## src/rtl/riscv_pkg.sv

```systemverilog
// riscv_pkg: shared instruction constants and fetch FSM state encoding
package riscv_pkg;
  localparam logic [31:0] NOP_INST = 32'h0000_0013;
  localparam int INST_BYTES = 4;
  typedef enum logic {FS_BOOT, FS_RUN} fetch_state_e;
endpackage

```

## src/rtl/fetch_perf_counters.sv

```systemverilog
// fetch_perf_counters: saturating stall-cycle and flush event counters
module fetch_perf_counters (
  input  logic        clk,
  input  logic        rst,
  input  logic        stall_evt,
  input  logic        flush_evt,
  output logic [31:0] stall_cycles,
  output logic [31:0] flushes
);
  always_ff @(posedge clk) begin
    if (rst) begin
      stall_cycles <= '0;
      flushes <= '0;
    end else begin
      if (stall_evt && !(&stall_cycles)) stall_cycles <= stall_cycles + 32'd1;
      if (flush_evt && !(&flushes)) flushes <= flushes + 32'd1;
    end
  end
endmodule

```

## src/rtl/fetch_stage.sv

```systemverilog
// fetch_stage: PC, synchronous imem driver and IF/ID register; perf counters under FETCH_PERF_EN
module fetch_stage
  import riscv_pkg::*;
#(
  parameter int WORD_BITWIDTH = 32,
  parameter logic [WORD_BITWIDTH-1:0] RESET_PC = '0
) (
  input  logic                     clk,
  input  logic                     rst,
  input  logic                     stall,
  input  logic                     redirect_valid,
  input  logic [WORD_BITWIDTH-1:0] redirect_pc,
  output logic                     imem_en,
  output logic [WORD_BITWIDTH-1:0] imem_addr,
  input  logic [WORD_BITWIDTH-1:0] imem_rdata,
  output logic [WORD_BITWIDTH-1:0] ifid_pc,
  output logic [WORD_BITWIDTH-1:0] ifid_inst,
  output logic                     ifid_valid
`ifdef FETCH_PERF_EN
  ,
  output logic [31:0]              perf_stall_cycles,
  output logic [31:0]              perf_flushes
`endif
);
  localparam logic [WORD_BITWIDTH-1:0] STEP = WORD_BITWIDTH'(INST_BYTES);
  localparam logic [WORD_BITWIDTH-1:0] NOP = WORD_BITWIDTH'(NOP_INST);
  fetch_state_e state, next_state;
  logic [WORD_BITWIDTH-1:0] fetch_pc_q, seq_pc, target;
  logic advance;
  always_comb begin
    next_state = FS_RUN;
    target = redirect_pc & ~(STEP - 1'b1);
    seq_pc = fetch_pc_q + STEP;
    advance = state == FS_RUN && !stall && !redirect_valid;
    imem_en = !rst;
    imem_addr = rst ? RESET_PC :
                redirect_valid ? target :
                state == FS_BOOT ? RESET_PC :
                stall ? fetch_pc_q : seq_pc;
  end
  always_ff @(posedge clk) begin
    state <= rst ? FS_BOOT : next_state;
  end
  // The redirect outranks stall: the branch in EX is older than the stalled instruction.
  always_ff @(posedge clk) begin
    if (rst) begin
      fetch_pc_q <= RESET_PC;
      ifid_pc <= RESET_PC;
      ifid_inst <= NOP;
      ifid_valid <= 1'b0;
    end else if (redirect_valid) begin
      fetch_pc_q <= target;
      ifid_inst <= NOP;
      ifid_valid <= 1'b0;
    end else if (advance) begin
      fetch_pc_q <= seq_pc;
      ifid_pc <= fetch_pc_q;
      ifid_inst <= imem_rdata;
      ifid_valid <= 1'b1;
    end
  end
`ifdef FETCH_PERF_EN
  fetch_perf_counters u_perf (
    .clk(clk),
    .rst(rst),
    .stall_evt(state == FS_RUN && stall && !redirect_valid),
    .flush_evt(redirect_valid),
    .stall_cycles(perf_stall_cycles),
    .flushes(perf_flushes)
  );
`endif
endmodule

```

## config.mk

```make
export PLATFORM = sky130hd
export DESIGN_NAME = fetch_stage
export DESIGN_NICKNAME = d
export VERILOG_FILES = /design/src/rtl/riscv_pkg.sv /design/src/rtl/fetch_perf_counters.sv /design/src/rtl/fetch_stage.sv
export SDC_FILE = /design/constraint.sdc
export NUM_CORES = 1
export LEC_CHECK = 0
export CAP_MARGIN = 20
export CORE_MARGIN = 2
export CORE_UTILIZATION = 40
export DETAILED_ROUTE_END_ITERATION = 7
export HOLD_SLACK_MARGIN = 0.02
export PLACE_DENSITY = 0.76
export SLEW_MARGIN = 25
export SYNTH_ARGS = -nofsm -noshare
export SYNTH_HDL_FRONTEND = slang
export SYNTH_SLANG_ARGS = --single-unit
```

## constraint.sdc

```tcl
create_clock -name clk -period 3 [get_ports clk]
set_input_delay 0.75 -clock clk [delete_from_list [all_inputs] [get_ports clk]]
set_output_delay 0.75 -clock clk [all_outputs]
set_load 0.005 [all_outputs]
```

* After elaboration in Yosys (flattened, before gate mapping)
Cells that the tools add are included.
** Operators by class
- Muxes and demuxes :: 7
- Bitwise operators :: 1
- Add/sub/neg operators :: 1
- Reductions and logical operators :: 8
** Operators with widths (number)
- $mux W32 :: 6
- $add A32 B3 Y32 const B :: 1
- $logic_not A1 Y1 :: 3
- $logic_and A1 B1 Y1 :: 2
- $reduce_and A2 Y1 :: 1
- $reduce_bool A2 Y1 :: 1
- $reduce_or A2 Y1 :: 1
- $mux W1 :: 1
- $not A1 Y1 :: 1
** Word-level totals
- Bits of input ports :: 68
- Output and inout port bits :: 98
- Flip-flop bits (word level) :: 98

* Longest topological paths before layout
Gate-level depths: netlist of run 1.
- Word-level depth :: 5
- Gate-level depth with buffers :: 7
- Mapped depth without buffers :: 6

* Least setup slack after synthesis of run 1
OpenSTA, ideal clock, no wires.
- Kind :: input to output
- Start :: in stall
- End :: out imem_addr[3]
- Arrival :: 1.802 ns
- Slack :: 0.448 ns
- Path buffers :: 2
- Stages on the path :: 5
- Path through :: buf_2 buf_1 mux2_2 a22oi_1 nor2_1
** Between the ends
- Cells in the longest elaborated chain, start to end :: 4
** RTL lines
- from (decl) :: line fetch_stage.sv:10 : input logic stall,
- $mux W32 :: line fetch_stage.sv:39 : stall ? fetch_pc_q : seq_pc;
- $mux W32 :: line fetch_stage.sv:38 : state == FS_BOOT ? RESET_PC :
- $mux W32 :: line fetch_stage.sv:37 : redirect_valid ? target :
- $mux W32 :: line fetch_stage.sv:36 : imem_addr = rst ? RESET_PC :
- to (decl) :: line fetch_stage.sv:14 : output logic [WORD_BITWIDTH-1:0] imem_addr,
No other way between the ends.

* Worst setup path in the final report of run 1
- Start :: in stall
- End :: out imem_addr[11]
Same word-level chain as after synthesis.

==> flow_summary_export.csv, run 1 <==
group,metric,value,unit
status,outcome,"complete, no violations",
finish,diodes,0,
hold_path,holdPathStages,2,
power_and_ir_drop,vdd_ir_drop_max,0.000389,V
worst_setup_path,arrival_time_at_the_worst_endpoint,2.21,ns
die,floorplan.initialDensity,40.5,%
grt,grt_max_degree,44,
power_and_ir_drop,clkPwrFrac,41.5,%
finish,nNetsFinal,902,
cts,worstSkewPairLatency,0.35,ns
finish,fin_area,7360,um2
worst_setup_path,start_kind,"input pin",
routing,drtIter0Drc,363,
finish,layout_cell_share_with_drive_strength_beyond_1,17.2,%
cts,cts.reportedPaths.clkPinSlew,0.06,ns
placed_design,standard_cell_area_after_detailed_placement,6750,um2
routing,post_drt_wl_per_cell,16.1,um
routing,vias_post_dr,5300,
die,design.die.area,13000,um2
cts,cts-htree-levels,3,
sta,final-max-slew-violation-count,0,
finish,area_growth_syn_to_layout,52.5,%
power_and_ir_drop,cellPowerDensity,421,nW/um2
synthesis,synth_largest_type_area_fraction,39.0,%
power_and_ir_drop,seq_power_share,43.3,%
grt,grt_pass1_vias,5277,
cts,library_cell_used_as_clock_root_buffer,"clkbuf_16",
grt,grt_antenna_before_repair,0,
run,max_capacitance_violation_total,0,
hold_path,hold-path-endpoint,"ifid_inst[27]",
worst_setup_path,critPathRequiredTime,2.25,ns
synthesis,synthCells,652,
grt,grt-ovfl-total,0,
placed_design,place_inst,950,
sta,setup_viol_count_final,0,
synthesis,synthFlopType,"dfxtp_1",
synthesis,number_of_register_bits_inferred_by_synthesis,94,
die,std_cell_rows,40,
synthesis,post_synth_instance_area,4830,um2
cts,clkSinkCount,94,
finish,ff_latch_area,1910,um2
finish,number_of_filler_instances_in_the_final_layout,1031,
synthesis,top_cell_types_by_occurrence_after_synthesis,"184 x nand2_1, 94 x dfxtp_1, 71 x a21oi_1",
grt,grt_pass1_wl,25.6,mm
routing,met2_length,7.72,mm
routing,route.top_layer_used,"met4",
die,num_io_pins,166,
finish,total_area_of_multi_input_combinational_cells,2800,um2
worst_setup_path,crit_path_max_fanout,6,
worst_setup_path,ff2ff_path_depth,11,
worst_setup_path,worstReg2RegEnd,"fetch_pc_q[20]",
die,design.core.area,11900,um2
power_and_ir_drop,power_switching_share,24.4,%
synthesis,ys_top_cells_by_area,"dfxtp_1 39%, nand2_1 14%, a21oi_1 7.4%",
routing,routed_wirelength,15.9,mm
grt,track_usage,24.8,%
die,die_width,114,um
cts,cts.path.max_buffers,2,
power_and_ir_drop,p_total,3100,uW
cts,post_cts_hold_buffer_count,0,
worst_setup_path,crit-reg2reg-launch,"fetch_pc_q[3]",
routing,drc,0,
worst_setup_path,reg2reg_slack,0.54,ns
finish,final_cell_count_without_fillers,985,
synthesis,yosysWarningCount,0,
synthesis,post-synth-top-count-cell,"nand2_1",
cts,cts_tree,"done",
placed_design,dp.final_hpwl,10.8,mm
power_and_ir_drop,p_leak,0.00273,uW
cts,cts-buffers-inserted,9,
routing,dr_wl_met3,1.60,mm
synthesis,async_reset_ff_share,0,%
sta,achievable-frequency,337,MHz
sta,tns,0,ns
hold_path,min_from,"ifid_inst[27]",
synthesis,netlist-cell-type-count,48,
hold_path,min-delay-path-class,"flip-flop to flip-flop",
synthesis,synth_top_area_cell,"dfxtp_1",
placed_design,placement.io_buffers,159,
synthesis,synth.yosys.seq_area_share,39.0,%
routing,wirelength_met1,6.13,mm
sta,finalClockSkew,0.00856,ns
synthesis,syn_avg_cell_area,7.40,um2
routing,drt_pre_antenna_iters,6,
placed_design,place.gp.congestion,0.914,
die,fp.dieH,114,um
sta,post-route-period-util,98.8,%
sta,hold_violations_final,0,
sta,period_minus_slack,2.96,ns
routing,route.detailed.vias_per_inst,5.38,
sta,fin_worst_hold_slack,0.453,ns
power_and_ir_drop,switching_power,756,uW
worst_setup_path,crit_type,"input pin to output port",
power_and_ir_drop,internal-power,2340,uW
power_and_ir_drop,comb_power_share,15.2,%
synthesis,count_of_flip_flops_with_a_built_in_enable_after_synthesis,0,
routing,ant_nets,0,
worst_setup_path,endpoint_kind,"output port",
## state kept, by name, indices dropped and copies added, names as in the netlist
name / flops
fetch_pc_q: 30
ifid_inst: 32
ifid_pc: 30
ifid_valid: 1
state: 1
## area by class of cell
cell class,count,area share (%)
Clock inverter,3,0.884
Clock buffer,13,3.67
Multi-Input combinational cell,496,38.0
Timing Repair Buffer,228,28.8
Inverter,4,0.221
Tap cell,147,2.50
Sequential cell,94,26.0
## stage by stage
| stage | util, % | setup slack [ns] |
|---|---|---|
| floorplan | - | 0.448 |
| finish | 61.8 | 0.0361 |
| detailed placement | 56.6 | -0.624 |
| global route | 61.8 | -0.0255 |
| CTS | 61.5 | -0.0353 |
| global placement | 56.6 | -0.555 |
## layer usage
metal	GRT usage (%)	vias to the layer above
met3	7.39	41
li1	-	2533
met2	41.8	260
met4	12.8	0
met5	0	-
met1	28.7	2466
## cells by family (layout without fill, tap and decap cells)
| group | count (synthesis) | count (layout) | share of synthesized area (%) |
|---|---|---|---|
| simple gates | 307 | 307 | 29.5 |
| compound gates | 125 | 125 | 14.5 |
| flops | 94 | 94 | 39.0 |
| buf+inv | 65 | 248 | 5.86 |
| xor+xnor | 56 | 56 | 10.2 |
| mux | 3 | 3 | 0.648 |
| fa+ha+maj | 1 | 1 | 0.259 |
| other cells | 1 | 4 | 0.0777 |
## cells in the final DEF (no fill, tap or decap), types with 3 or more instances in the layout
cell,instances
and3_1,3
nor2_1,31
buf_4,61
a211oi_1,15
dfxtp_4,5
nand3_1,28
xor2_1,39
buf_2,5
o21ai_0,10
a21oi_1,71
clkbuf_2,4
nor3_1,4
dfxtp_2,9
buf_6,5
o21ai_1,16
clkdlybuf4s50_1,131
xnor2_1,17
nor4_2,4
dfxtp_1,80
nor2_2,6
conb_1,4
nand2_1,183
nor3_2,5
dlygate4sd2_1,16
clkbuf_16,9
o21a_1,7
clkbuf_8,3
nand4_1,16
inv_1,3
## worst max-delay path, cell delays in order
cell           delay (ns)
buf_2                0.17
nor4_4               0.35
buf_4                0.18
buf_4                0.14
nand2_1              0.07
xor2_1               0.13
o21ai_0              0.15
dlygate4sd2_1        0.27
## repair_timing
action | CTS | global route
setup buffers | 11 | 6
endpoints found under the hold margin | 0 | 0
gates resized for setup | 88 | 23
endpoints found under the setup margin | 30 | 18
pin swaps | 13 | 13
cloned | 2 | 0
## how the worst max path moves through the flow
stage	from	end	cells past startpoint
after floorplan	stall	imem_addr[3]	5
after global placement	stall	imem_addr[13]	7
after detailed placement	stall	imem_addr[11]	7
after CTS	fetch_pc_q[2]	imem_addr[24]	10
after global routing	stall	imem_addr[11]	8
final	stall	imem_addr[11]	8
## power groups by stage
stage	Clock, uW	Combinational (uW)	Sequential, uW
final	1290	471	1340
after detailed placement	0	459	1360
after global placement	0	450	1360
after CTS	1300	464	1340
after global routing	1350	512	1340
after floorplan	0	216	1350
No activity file was read; power rests on OpenSTA's default activity.
==> run 2: changes to the inputs <==
--- a/config.mk
+++ b/config.mk
@@ -5,10 +5,10 @@
 export SDC_FILE = /design/constraint.sdc
 export NUM_CORES = 1
 export LEC_CHECK = 0
-export CAP_MARGIN = 20
 export CORE_MARGIN = 2
 export CORE_UTILIZATION = 40
 export DETAILED_ROUTE_END_ITERATION = 7
+export GPL_TIMING_DRIVEN = 0
 export HOLD_SLACK_MARGIN = 0.02
 export PLACE_DENSITY = 0.76
 export SLEW_MARGIN = 25
==> run 2 against run 1 <==
Register-to-register slack improved by 0.38 ns. The run now ends with negative setup slack left. Core utilization rose by 2.1 points. Sequential share of layout area decreased by 0.95 points. Combinational power is 3% higher. Non-clock buffer count increased by 31. Global-route usage increased by 0.94 points. Clock power rose by 10%. Count of clock-buffer cells in the layout fell by 3. Design area increased by 3.3%. Total power up 4.9%. Largest power group is now the clock network.
==> flow_summary_export.csv, run 2 (synthesized netlist as in run 1, its figures left out) <==
group,metric,value,unit
routing,routed_wirelength,17.2,mm
grt,grt_pass1_wl,26.3,mm
status,failed_checks,"negative setup slack",
placed_design,placement.io_buffers,157,
finish,final_core_util,63.9,%
power_and_ir_drop,vdd_ir_drop_max,0.000515,V
die,floorplan.initialDensity,40.5,%
grt,grt_max_degree,16,
finish,regMostFlops,"ifid_inst",
sta,worstMarginPinSlew,0.625,ns
worst_setup_path,critPathBufInv,2,
finish,number_of_filler_instances_in_the_final_layout,1019,
worst_setup_path,critPathRequiredTime,2.25,ns
sta,relSlewSlack,58.3,%
grt,track_usage,25.8,%
placed_design,place_inst,959,
cts,library_cell_used_as_clock_root_buffer,"clkbuf_16",
placed_design,post-place-ws,-1.04,ns
finish,mostFrequentLayoutCell,"nand2_1",
placed_design,place.gp.congestion,0.891,
grt,grt_pass1_vias,5141,
cts,clkSinkCount,94,
cts,worstSkewPairLatency,0.35,ns
worst_setup_path,family_of_cells_with_the_greatest_summed_delay_on_the_critical_path,"buffers and inverters",
run,max_capacitance_violation_total,0,
finish,final_cell_count_without_fillers,1016,
worst_setup_path,cp_slowest_stage_delay,0.52,ns
worst_setup_path,path_cells,"ha_4, nand4_1, buf_6, nor4_4, xnor2_1, o21ai_2, clkdlybuf4s50_1",
power_and_ir_drop,cellPowerDensity,427,nW/um2
finish,area_growth_syn_to_layout,57.6,%
placed_design,dp.final_hpwl,11.4,mm
worst_setup_path,arrival_time_at_the_worst_endpoint,2.38,ns
power_and_ir_drop,p_leak,0.00292,uW
sta,grt_setup_unrepaired,"true",
cts,cts.reportedPaths.clkPinSlew,0.07,ns
worst_setup_path,cp_slowest_cell,"clkdlybuf4s50_1",
status,outcome,"finished, violations left",
sta,hold_violations_final,0,
sta,post-route-worst-setup-slack,-0.130,ns
sta,period_minus_slack,3.13,ns
die,design.die.area,13000,um2
die,fp.dieH,114,um
worst_setup_path,start_kind,"flip-flop",
worst_setup_path,crit_type,"flip-flop to output port",
routing,drtIter0Drc,408,
cts,cts_tree,"done",
worst_setup_path,endpoint_kind,"output port",
die,num_io_pins,166,
routing,vias_post_dr,5444,
sta,post-route-period-util,104,%
grt,grt_antenna_before_repair,0,
cts,cts-buffers-inserted,9,
cts,cts-htree-levels,3,
routing,drc,0,
die,design.core.area,11900,um2
finish,largest_registers_ranked_by_flip_flop_count,"ifid_inst (32), fetch_pc_q (30), ifid_pc (30)",
finish,layout_cell_share_with_drive_strength_beyond_1,16.9,%
die,die_width,114,um
sta,achievable-frequency,319,MHz
worst_setup_path,crit_path_max_fanout,5,
finish,highest_count_cells_in_the_layout_ignoring_fill_and_taps,"182 x nand2_1, 130 x clkdlybuf4s50_1, 81 x dfxtp_1, 71 x a21oi_1, 49 x buf_4",
routing,drt_pre_antenna_iters,7,
finish,diodes,0,
routing,route.detailed.vias_per_inst,5.36,
finish,largest_register_ffs,32,
grt,grt-ovfl-total,0,
sta,finalClockSkew,0.00682,ns
routing,post_drt_wl_per_cell,16.9,um
die,std_cell_rows,40,
finish,nNetsFinal,933,
sta,setup_viol_count_final,1,
hold_path,min-delay-path-class,"flip-flop to flip-flop",
routing,ant_nets,0,
sta,final-max-slew-violation-count,0,
cts,cts.path.max_buffers,2,
-- run 2: cell types whose count changed in the layout (fill, tap and decap cells not counted), moves of 6 or more --
cell            delta
buf_4             -12
clkbuf_1          +24
dlygate4sd2_1      -6
buf_6              +6
dlymetal6s2s_1     +7
-- run 2: layout make-up --
cell class                      count  area [um2]  share of cell area, %
Clock inverter                      6         133                   1.74
Inverter                            4        20.0                  0.263
Clock buffer                       10         239                   3.14
Multi-Input combinational cell    496        2840                   37.3
Tap cell                          147         184                   2.42
Buffer                             57         364                   4.79
Sequential cell                    94        1900                   25.0
Timing Repair Buffer              202        1920                   25.3
-- run 2: worst paths after layout --
kind         slack, ns           from             to  cells after the start
min reg2reg       0.45    ifid_pc[25]    ifid_pc[25]                      2
min               0.45    ifid_pc[25]    ifid_pc[25]                      2
max              -0.13  fetch_pc_q[2]  imem_addr[14]                      7
max reg2reg       0.92  fetch_pc_q[2]  fetch_pc_q[8]                      8
-- run 2: metal layers --
| layer | routed length, um | vias up | track usage (%) |
|---|---|---|---|
| met1 | 6550 | 2457 | 29.7 |
| met3 | 1910 | 70 | 10.5 |
| met5 | 0 | - | 0 |
| met2 | 8100 | 320 | 43.2 |
| li1 | - | 2597 | - |
| met4 | 624 | 0 | 9.51 |
-- run 2: repair_timing --
item,4_1_cts,5_1_grt
endpoints found under the setup margin,30,21
setup buffers,21,23
endpoints found under the hold margin,0,0
hold buffers,0,0
pin swaps,19,14
resized for setup,109,41
gates cloned,1,0
-- run 2: where the power goes --
part | total [uW] | switching (uW) | internal, uW
combinational | 487 | 239 | 248
clock | 1420 | 501 | 920
sequential | 1340 | 44.6 | 1290
total | 3250 | 785 | 2460
-- run 2: stage by stage --
stage / power [uW] / setup TNS, ns / hold WS, ns / cell area, um2
global placement: 1800 / -23.22 / 0.441 / 6590
floorplan: 1570 / 0 / 0.453 / 4840
CTS: 3240 / -0.845 / 0.454 / 7360
global route: 3370 / -0.664 / 0.471 / 7610
finish: 3250 / -0.130 / 0.452 / 7610
detailed placement: 1800 / -24.26 / 0.446 / 6590
-- run 2: tightest hold or removal path, delay by kind of cell (launching register included) --
kind	cells	cell delay, ns
DFF	1	0.31
and+or+nand+nor	1	0.05
AOI/OAI and AO/OA	1	0.05
==> run 3: changes to the inputs <==
--- a/config.mk
+++ b/config.mk
@@ -14,4 +14,5 @@
 export SLEW_MARGIN = 25
 export SYNTH_ARGS = -nofsm -noshare
 export SYNTH_HDL_FRONTEND = slang
+export SYNTH_HIERARCHICAL = 1
 export SYNTH_SLANG_ARGS = --single-unit
==> results of run 3 <==
Final layout, timing and power as in run 2 (identical DEF).
Among the figures that moved: Yosys warning count 0 -> 6
